<file path="src/rtl/adrv9001_pkg.sv">
// ADRV9001 TDD sequencer shared definitions.
// Holds the per-channel FSM state encoding used by the channel sequencer.
package adrv9001_pkg;

    localparam logic [2:0] IDLE     = 3'd0;
    localparam logic [2:0] EN_WAIT  = 3'd1;
    localparam logic [2:0] ACTIVE   = 3'd2;
    localparam logic [2:0] DIS_WAIT = 3'd3;
    localparam logic [2:0] SSI_WAIT = 3'd4;

    typedef enum logic [2:0] {
        S_IDLE     = IDLE,
        S_EN_WAIT  = EN_WAIT,
        S_ACTIVE   = ACTIVE,
        S_DIS_WAIT = DIS_WAIT,
        S_SSI_WAIT = SSI_WAIT
    } tdd_state_t;

endpackage

</file>
<file path="src/rtl/adrv9001_tdd_ch.sv">
// ADRV9001 single-channel TDD enable sequencer (FSM + delay down-counter).
// Ports: clk, rst (async high), tdd_en request, three delay counts in,
//        registered enable / ssi_en / busy / done (1-cycle) out.
module adrv9001_tdd_ch
    import adrv9001_pkg::*;
#(
    parameter int CNT_W = 32
) (
    input  logic             clk,
    input  logic             rst,
    input  logic             tdd_en,
    input  logic [CNT_W-1:0] ssi_enable_cnt,
    input  logic [CNT_W-1:0] disable_cnt,
    input  logic [CNT_W-1:0] ssi_disable_cnt,
    output logic             enable,
    output logic             ssi_en,
    output logic             busy,
    output logic             done
);

    localparam logic [CNT_W-1:0] ONE = {{(CNT_W-1){1'b0}}, 1'b1};

    tdd_state_t       state;
    logic [CNT_W-1:0] cnt;
    logic             cnt_zero;

    assign cnt_zero = (cnt == '0);

    // Outputs are assigned together with the next state so every output
    // is a flop that reflects the state being entered. A tdd_en change is
    // always checked before counter expiry so the request wins ties.
    always_ff @(posedge clk or posedge rst) begin
        if (rst) begin
            state  <= S_IDLE;
            cnt    <= '0;
            enable <= 1'b0;
            ssi_en <= 1'b0;
            busy   <= 1'b0;
            done   <= 1'b0;
        end else begin
            done <= 1'b0;
            unique case (state)
                S_IDLE: begin
                    if (tdd_en) begin
                        state  <= S_EN_WAIT;
                        cnt    <= ssi_enable_cnt;
                        enable <= 1'b1;
                        ssi_en <= 1'b0;
                        busy   <= 1'b1;
                    end
                end
                S_EN_WAIT: begin
                    if (!tdd_en) begin
                        state  <= S_IDLE;
                        enable <= 1'b0;
                        ssi_en <= 1'b0;
                        busy   <= 1'b0;
                    end else if (cnt_zero) begin
                        state  <= S_ACTIVE;
                        ssi_en <= 1'b1;
                    end else begin
                        cnt <= cnt - ONE;
                    end
                end
                S_ACTIVE: begin
                    if (!tdd_en) begin
                        state <= S_DIS_WAIT;
                        cnt   <= disable_cnt;
                    end
                end
                S_DIS_WAIT: begin
                    if (tdd_en) begin
                        state <= S_ACTIVE;
                    end else if (cnt_zero) begin
                        state  <= S_SSI_WAIT;
                        cnt    <= ssi_disable_cnt;
                        enable <= 1'b0;
                    end else begin
                        cnt <= cnt - ONE;
                    end
                end
                S_SSI_WAIT: begin
                    if (tdd_en) begin
                        state  <= S_EN_WAIT;
                        cnt    <= ssi_enable_cnt;
                        enable <= 1'b1;
                        ssi_en <= 1'b0;
                    end else if (cnt_zero) begin
                        state  <= S_IDLE;
                        ssi_en <= 1'b0;
                        busy   <= 1'b0;
                        done   <= 1'b1;
                    end else begin
                        cnt <= cnt - ONE;
                    end
                end
                default: begin
                    state  <= S_IDLE;
                    cnt    <= '0;
                    enable <= 1'b0;
                    ssi_en <= 1'b0;
                    busy   <= 1'b0;
                end
            endcase
        end
    end

endmodule

</file>
<file path="src/rtl/adrv9001_tdd_seq.sv">
// ADRV9001 multi-channel TDD sequencer: NUM_CH independent channel FSMs.
// Ports: clk, rst (async high), tdd_en[NUM_CH], packed per-channel counts
//        (channel k at [k*CNT_W +: CNT_W]), enable/ssi_en/busy/done[NUM_CH].
module adrv9001_tdd_seq
    import adrv9001_pkg::*;
#(
    parameter int NUM_CH = 4,
    parameter int CNT_W  = 32
) (
    input  logic                    clk,
    input  logic                    rst,
    input  logic [NUM_CH-1:0]       tdd_en,
    input  logic [NUM_CH*CNT_W-1:0] ssi_enable_cnt,
    input  logic [NUM_CH*CNT_W-1:0] disable_cnt,
    input  logic [NUM_CH*CNT_W-1:0] ssi_disable_cnt,
    output logic [NUM_CH-1:0]       enable,
    output logic [NUM_CH-1:0]       ssi_en,
    output logic [NUM_CH-1:0]       busy,
    output logic [NUM_CH-1:0]       done
);

    for (genvar g = 0; g < NUM_CH; g++) begin : g_ch
        adrv9001_tdd_ch #(
            .CNT_W(CNT_W)
        ) u_ch (
            .clk             (clk),
            .rst             (rst),
            .tdd_en          (tdd_en[g]),
            .ssi_enable_cnt  (ssi_enable_cnt[g*CNT_W +: CNT_W]),
            .disable_cnt     (disable_cnt[g*CNT_W +: CNT_W]),
            .ssi_disable_cnt (ssi_disable_cnt[g*CNT_W +: CNT_W]),
            .enable          (enable[g]),
            .ssi_en          (ssi_en[g]),
            .busy            (busy[g]),
            .done            (done[g])
        );
    end

endmodule

</file>
<file path="config.mk">
export PLATFORM = sky130hd
export DESIGN_NAME = adrv9001_tdd_seq
export DESIGN_NICKNAME = d
export VERILOG_FILES = /design/src/rtl/adrv9001_pkg.sv /design/src/rtl/adrv9001_tdd_ch.sv /design/src/rtl/adrv9001_tdd_seq.sv
export SDC_FILE = /design/constraint.sdc
export NUM_CORES = 1
export LEC_CHECK = 0
export BUFFER_PORTS_ARGS = -buffer_cell sky130_fd_sc_hd__buf_2
export CORE_MARGIN = 2
export CORE_UTILIZATION = 30
export DETAILED_ROUTE_END_ITERATION = 8
export GPL_ROUTABILITY_DRIVEN = 0
export PLACE_DENSITY_LB_ADDON = 0.25
export SYNTH_ARGS = -nofsm -noshare
export SYNTH_HDL_FRONTEND = slang
export SYNTH_SLANG_ARGS = --single-unit
</file>
<file path="constraint.sdc">
create_clock -name clk -period 7.4 [get_ports clk]
set_clock_uncertainty 0.2 [all_clocks]
set_input_delay 1.48 -clock clk [delete_from_list [all_inputs] [get_ports clk]]
set_output_delay 1.48 -clock clk [all_outputs]
set_load 0.02 [all_outputs]
</file>
; After elaboration in Yosys (flattened, before gate mapping)
; Index checks and enable logic that the tools add are counted.
[op_classes]
addsub = 4
eq_ne = 64
muxes = 124
bitwise_logic = 8
reduce_logical = 36
[ops]
columns = cell, n
row1 = 32-bit 2-to-1 mux, 28
row2 = 32-bit case mux with 5 select lines, 4
row3 = 32-bit zero test, 4
row4 = "32-bit by 1-bit subtractor with 32-bit output, second input constant", 4
row5 = 3-bit 2-to-1 mux, 32
row6 = 3-bit case mux with 5 select lines, 4
row7 = 5-bit AND reduction, 12
row8 = "2-bit != test, second input constant", 24
row9 = 1-bit case mux with 4 select lines, 12
row10 = 1-bit 2-to-1 mux, 44
row11 = "3-bit by 2-bit != test with 1-bit output, second input constant", 12
row12 = 4-bit AND reduction, 8
row13 = "3-bit by 2-bit equality test with 1-bit output, second input constant", 8
row14 = "2-bit by 1-bit != test with 1-bit output, second input constant", 12
row15 = 2-bit OR reduction, 8
row16 = "3-bit by 1-bit equality test with 1-bit output, second input constant", 4
row17 = "3-bit equality test, second input constant", 4
row18 = 3-bit zero test, 4
row19 = 1-bit inverter, 8
[totals]
register_bits = 156
input_bits = 390
out_inout_bits = 16
word_cells = 260

; Longest topological paths before layout
[depth]
ltp_word = 4
depth_mapped = 10
mapped_depth_nobuf = 8

; By module
; From an unflattened synthesis, not the netlist that was laid out.
[hier_totals]
hier_cells = 1625
area_unflattened_um2 = 13120.1
[by_module_without_submodules]
columns = mod, instances, cells_per_inst, area_per_inst_um2, seq_area_each_um2
row1 = adrv9001_tdd_ch (g_ch[1].u_ch ...), 2, 418, 3357.0, 975.9
row2 = adrv9001_tdd_ch (g_ch[0].u_ch), 1, 406, 3320.7, 975.9
row3 = adrv9001_tdd_ch (g_ch[3].u_ch), 1, 383, 3085.5, 975.9

; Worst setup path after synthesis
; OpenSTA, ideal clock, no wires.
[synth_timing]
path_kind = in2reg
startpoint = input tdd_en[1]
endpoint = register g_ch[1].u_ch.cnt[19]
setup_time_ns = 0.071
t_arrival_ns = 3.108
required_time_ns = 7.129
path_slack_ns = 4.021
path_stages = 6
path_buffers = 0
cell_sequence = nor4b_2 > nor2_1 > nor2_1 > nand3_1 > or4_1 > nand4_1
[synth_via]
elab_chain_cells = 2
word_cells_on_any_way = 7
classes_between = 4 x eq/ne / 2 x mux / 1 x reduce/logical
[synth_lines]
columns = item, line_no
row1 = "start, declared", adrv9001_tdd_seq.sv:12  ; input logic [NUM_CH-1:0] tdd_en,
row2 = 32-bit 2-to-1 mux or 2-bit != test (tied branches), n/a
row3 = 32-bit case mux with 5 select lines or 4-bit AND reduction (tied branches), n/a
row4 = "end signal, assigned", adrv9001_tdd_ch.sv:46  ; cnt <= ssi_enable_cnt;
row5 = "end signal, assigned", adrv9001_tdd_ch.sv:85  ; cnt <= ssi_enable_cnt;
row6 = "end signal, assigned", adrv9001_tdd_ch.sv:94  ; cnt <= cnt - ONE;
row7 = "end, declared", adrv9001_tdd_ch.sv:24  ; logic [CNT_W-1:0] cnt;
; Several ways; a longest one is shown, not always the timed one.
; A chain may end at the register's enable or synchronous reset.

; Final worst setup path
[layout_timing]
startpoint = register g_ch[3].u_ch.cnt[10]
endpoint = register g_ch[3].u_ch.cnt[8]
[layout_via]
elab_chain_cells = 4
word_cells_on_any_way = 7
classes_between = 6 x mux / 1 x reduce/logical
[layout_lines]
columns = item, line_no
row1 = "start, declared", adrv9001_tdd_ch.sv:24
row2 = "start signal, assigned", adrv9001_tdd_ch.sv:46
row3 = "start signal, assigned", adrv9001_tdd_ch.sv:62  ; cnt <= cnt - ONE;
row4 = "start signal, assigned", adrv9001_tdd_ch.sv:68  ; cnt <= disable_cnt;
row5 = 32-bit zero test *, adrv9001_tdd_ch.sv:27  ; assign cnt_zero = (cnt == '0);
row6 = "32-bit 2-to-1 mux, on equally long branches (2 in series)", n/a
row7 = 32-bit case mux with 5 select lines *, adrv9001_tdd_ch.sv:42  ; unique case (state)
; Mark *: on every way between the ends. The rest lies on a longest branch, timed or not. The select of a mux whose other input is x is not followed.

==> impl_metrics.ini <==
[routing]
wirelength_um = 48300
routedWlPerCell_um = 19.5
vias = 14300
drtAntennaViolNets = 0
drtIter0Drc = 1074
dr.pass1.iters = 6
drc_errors = 0
vias_per_cell = 5.77

[finish]
fillers = 4431
fin_nets = 2324
final_cell_mix = buf_2, nand2_1, dfrtp_1
syn2layout_area_growth_pct = 23.3
fin_cells = 2479
layout_commonest_cell = buf_2
drive_above_1_share_pct = 26.2

[cts]
clk_path_buf_depth = 2
clkTransAtPathRegs_ns = 0.07
numClockSinks = 156
clk-insertion-delay-late_ns = 0.47
postCtsSetupRepairBufs = 0
hold_buffers = 0
cts_resized = 0
cts-root-buf = clkbuf_16
ctsHtreeMaxLevel = 4
cts_tree = yes
cts-buffers-inserted = 17

[synth]
synth_cell_types = 78
synth_seq_cells = 156
synth.top_cell.area_share_pct = 30.9
yosysWarnings = 0
synth_compound_area_share_pct = 31.7
yosysSeqAreaShare_pct = 30.9
synthTopCellsByArea = dfrtp_1, a22oi_1, o21ai_0, nand2_1, nor2_1
synth_edf_count = 0
syn_avg_cell_area_um2 = 7.82
syn_nets = 2014
synth_mux_area_share_pct = 1.61
synth-adder-area-share_pct = 0.792
yosys.area_share.xor_xnor_pct = 4.99
yosys.area_share.simple_pct = 24.7
ys.flop_type = dfrtp_1
ys_async_sr_fraction_pct = 100
synth_top_cell_by_area = dfrtp_1
syn_area_um2 = 12600
synth_top_family_by_area = compound AO/OA/AOI/OAI gates
synth_cells = 1616

[floorplanning]
dieArea_um2 = 43800
fp.dieH_um = 209
rows = 75
initial_core_util_pct = 30.3
ioPinCount = 406
die_x_um = 209
fp.coreArea_um2 = 41800

[setup_path]
worstRegToRegCells = 6
critPathTopFamily = simple AND/OR/NAND/NOR gates
r2r_slack_ns = 3.48
crit_fanout = 25
reg2reg_to = g_ch[3].u_ch.cnt[8]
start_kind = register
cp.arrival_ns = 4.07
cp_slowest_cell = nand2_1
critPathMaxStageDelay_ns = 0.78
required_ns = 7.55
r2r-start = g_ch[3].u_ch.cnt[10]
worstPathCellList = or4_1 -> and4b_1 -> nand3_1 -> nand2_1 -> o21ai_0 -> a211o_1
end_kind = register
critical_path_class = reg -> reg
worstPathBufferInverterCount = 0

[job]
maxCapViolations = 0

[timing]
slew_headroom_pct = 13.0
finalCritPeriodShare_pct = 52.9
fmax_ghz = 0.255
setup_viol = 0
min_period_ns = 3.92
setup_tns_ns = 0
rsz0062_at_grt = no
hold_viol_final = 0
slew_violations = 0
tightest_slew_ns = 1.30

[placed_design]
hpwl_um = 35900
post-place-cells = 2446
io_buffers = 405

[global_route]
grt_overflow = 0
grt_usage_pct = 21.7
grt_max_degree = 94
antenna_found_initial = 4
grt_pass1_vias = 13600
grt_first_pass_wirelength_um = 75600

[min_path]
hold_depth = 1
min_path_type = reg -> reg
min_from = g_ch[3].u_ch.cnt[27]
holdPathEnd = g_ch[3].u_ch.cnt[27]

[pwr]
report.power.total_uw = 3800
p_leak_uw = 0.00662
powerDensity_nw_per_um2 = 244
vdd_drop_max_mv = 0.150

[run_status]
outcome = complete, no violations
-- area by class of cell --
class	instances	area, µm²	share of cell area (%)
Multi-Input combinational cell	1302	8090	51.9
Sequential cell	156	3900	25.1
Timing Repair Buffer	426	2180	14.0
Tap cell	539	674	4.33
Clock buffer	24	492	3.16
Clock inverter	7	135	0.867
Inverter	23	91.3	0.586
Antenna cell	2	5.00	0.0321
-- state kept, by name, indices dropped and copies added (netlist names) --
register          flops
g_ch.u_ch.busy        4
g_ch.u_ch.cnt       128
g_ch.u_ch.done        4
g_ch.u_ch.enable      4
g_ch.u_ch.ssi_en      4
g_ch.u_ch.state      12
-- through the flow --
stage	cell area, µm²	setup slack, ns	hold slack, ns	util, %
5_1_grt	15600	3.33	0.315	37.3
3_5_place_dp	14900	3.25	0.277	35.8
6_report	15600	3.48	0.298	37.3
4_1_cts	15600	3.56	0.291	37.3
3_3_place_gp	14900	3.35	0.278	35.8
2_1_floorplan	12600	1.51	0.248	-
-- worst reg2reg max path: cells and delay by family, from the launching register on --
| family | cells | cell delay [ns] |
|---|---|---|
| AO/OA/AOI/OAI | 2 | 0.53 |
| AND/OR/NAND/NOR | 4 | 2.65 |
| flip-flops | 1 | 0.42 |
-- cell usage after synthesis, types with 6 or more instances --
master	number
a211o_1	7
a211oi_1	9
a21o_1	6
a21oi_1	95
a221o_1	20
a221oi_1	10
a222oi_1	11
a22o_1	23
a22oi_1	109
a31oi_1	18
a32oi_1	8
and3_1	7
buf_1	6
buf_2	8
buf_4	16
clkbuf_1	104
dfrtp_1	156
ha_1	8
inv_1	23
mux2i_1	17
nand2_1	176
nand2b_1	11
nand3_1	55
nand4_1	24
nor2_1	156
nor2b_1	13
nor3_1	54
nor3b_1	10
nor4_1	32
o211ai_1	11
o21ai_0	139
o221ai_1	27
o221ai_2	9
o22ai_1	13
o31ai_1	10
o32ai_1	7
o41ai_1	8
or2_2	6
or3_1	21
or4_1	17
xnor2_1	34
xor2_1	38
-- cell families after synthesis --
logic type	count (synthesis)
AND/OR/NAND/NOR	626
AO/OA/AOI/OAI	576
buffers and inverters	158
flip-flops	156
XOR/XNOR	72
multiplexers	20
adder cells (fa/ha/maj)	8
-- routing by layer --
layer | share of wire, % | up-vias | GRT usage, %
met5 | 0.052 | - | 0
met4 | 1.8 | 4 | 6.35
met3 | 6.8 | 59 | 3.46
met2 | 46 | 584 | 34.7
met1 | 46 | 6877 | 30.0
li1 | - | 6791 | -
-- how the worst max path moves through the flow --
stage,from,endpoint,slack [ns],depth (start not counted)
after detailed placement,tdd_en[1],g_ch[1].u_ch.cnt[15],3.25,7
after global routing,g_ch[3].u_ch.cnt[25],g_ch[3].u_ch.cnt[8],3.33,6
after floorplan,rst,g_ch[0].u_ch.busy,1.51,1
after CTS,g_ch[3].u_ch.cnt[25],g_ch[3].u_ch.cnt[8],3.56,6
final,g_ch[3].u_ch.cnt[10],g_ch[3].u_ch.cnt[8],3.48,6
after global placement,tdd_en[1],g_ch[1].u_ch.cnt[15],3.35,7
-- report_power, final --
group          internal [µW]  leakage, µW  switching [µW]
logic                    608      0.00435             787
clock network            597     0.000310             383
registers               1080      0.00197             350
Note: power is estimated with default switching activity, not from simulation.
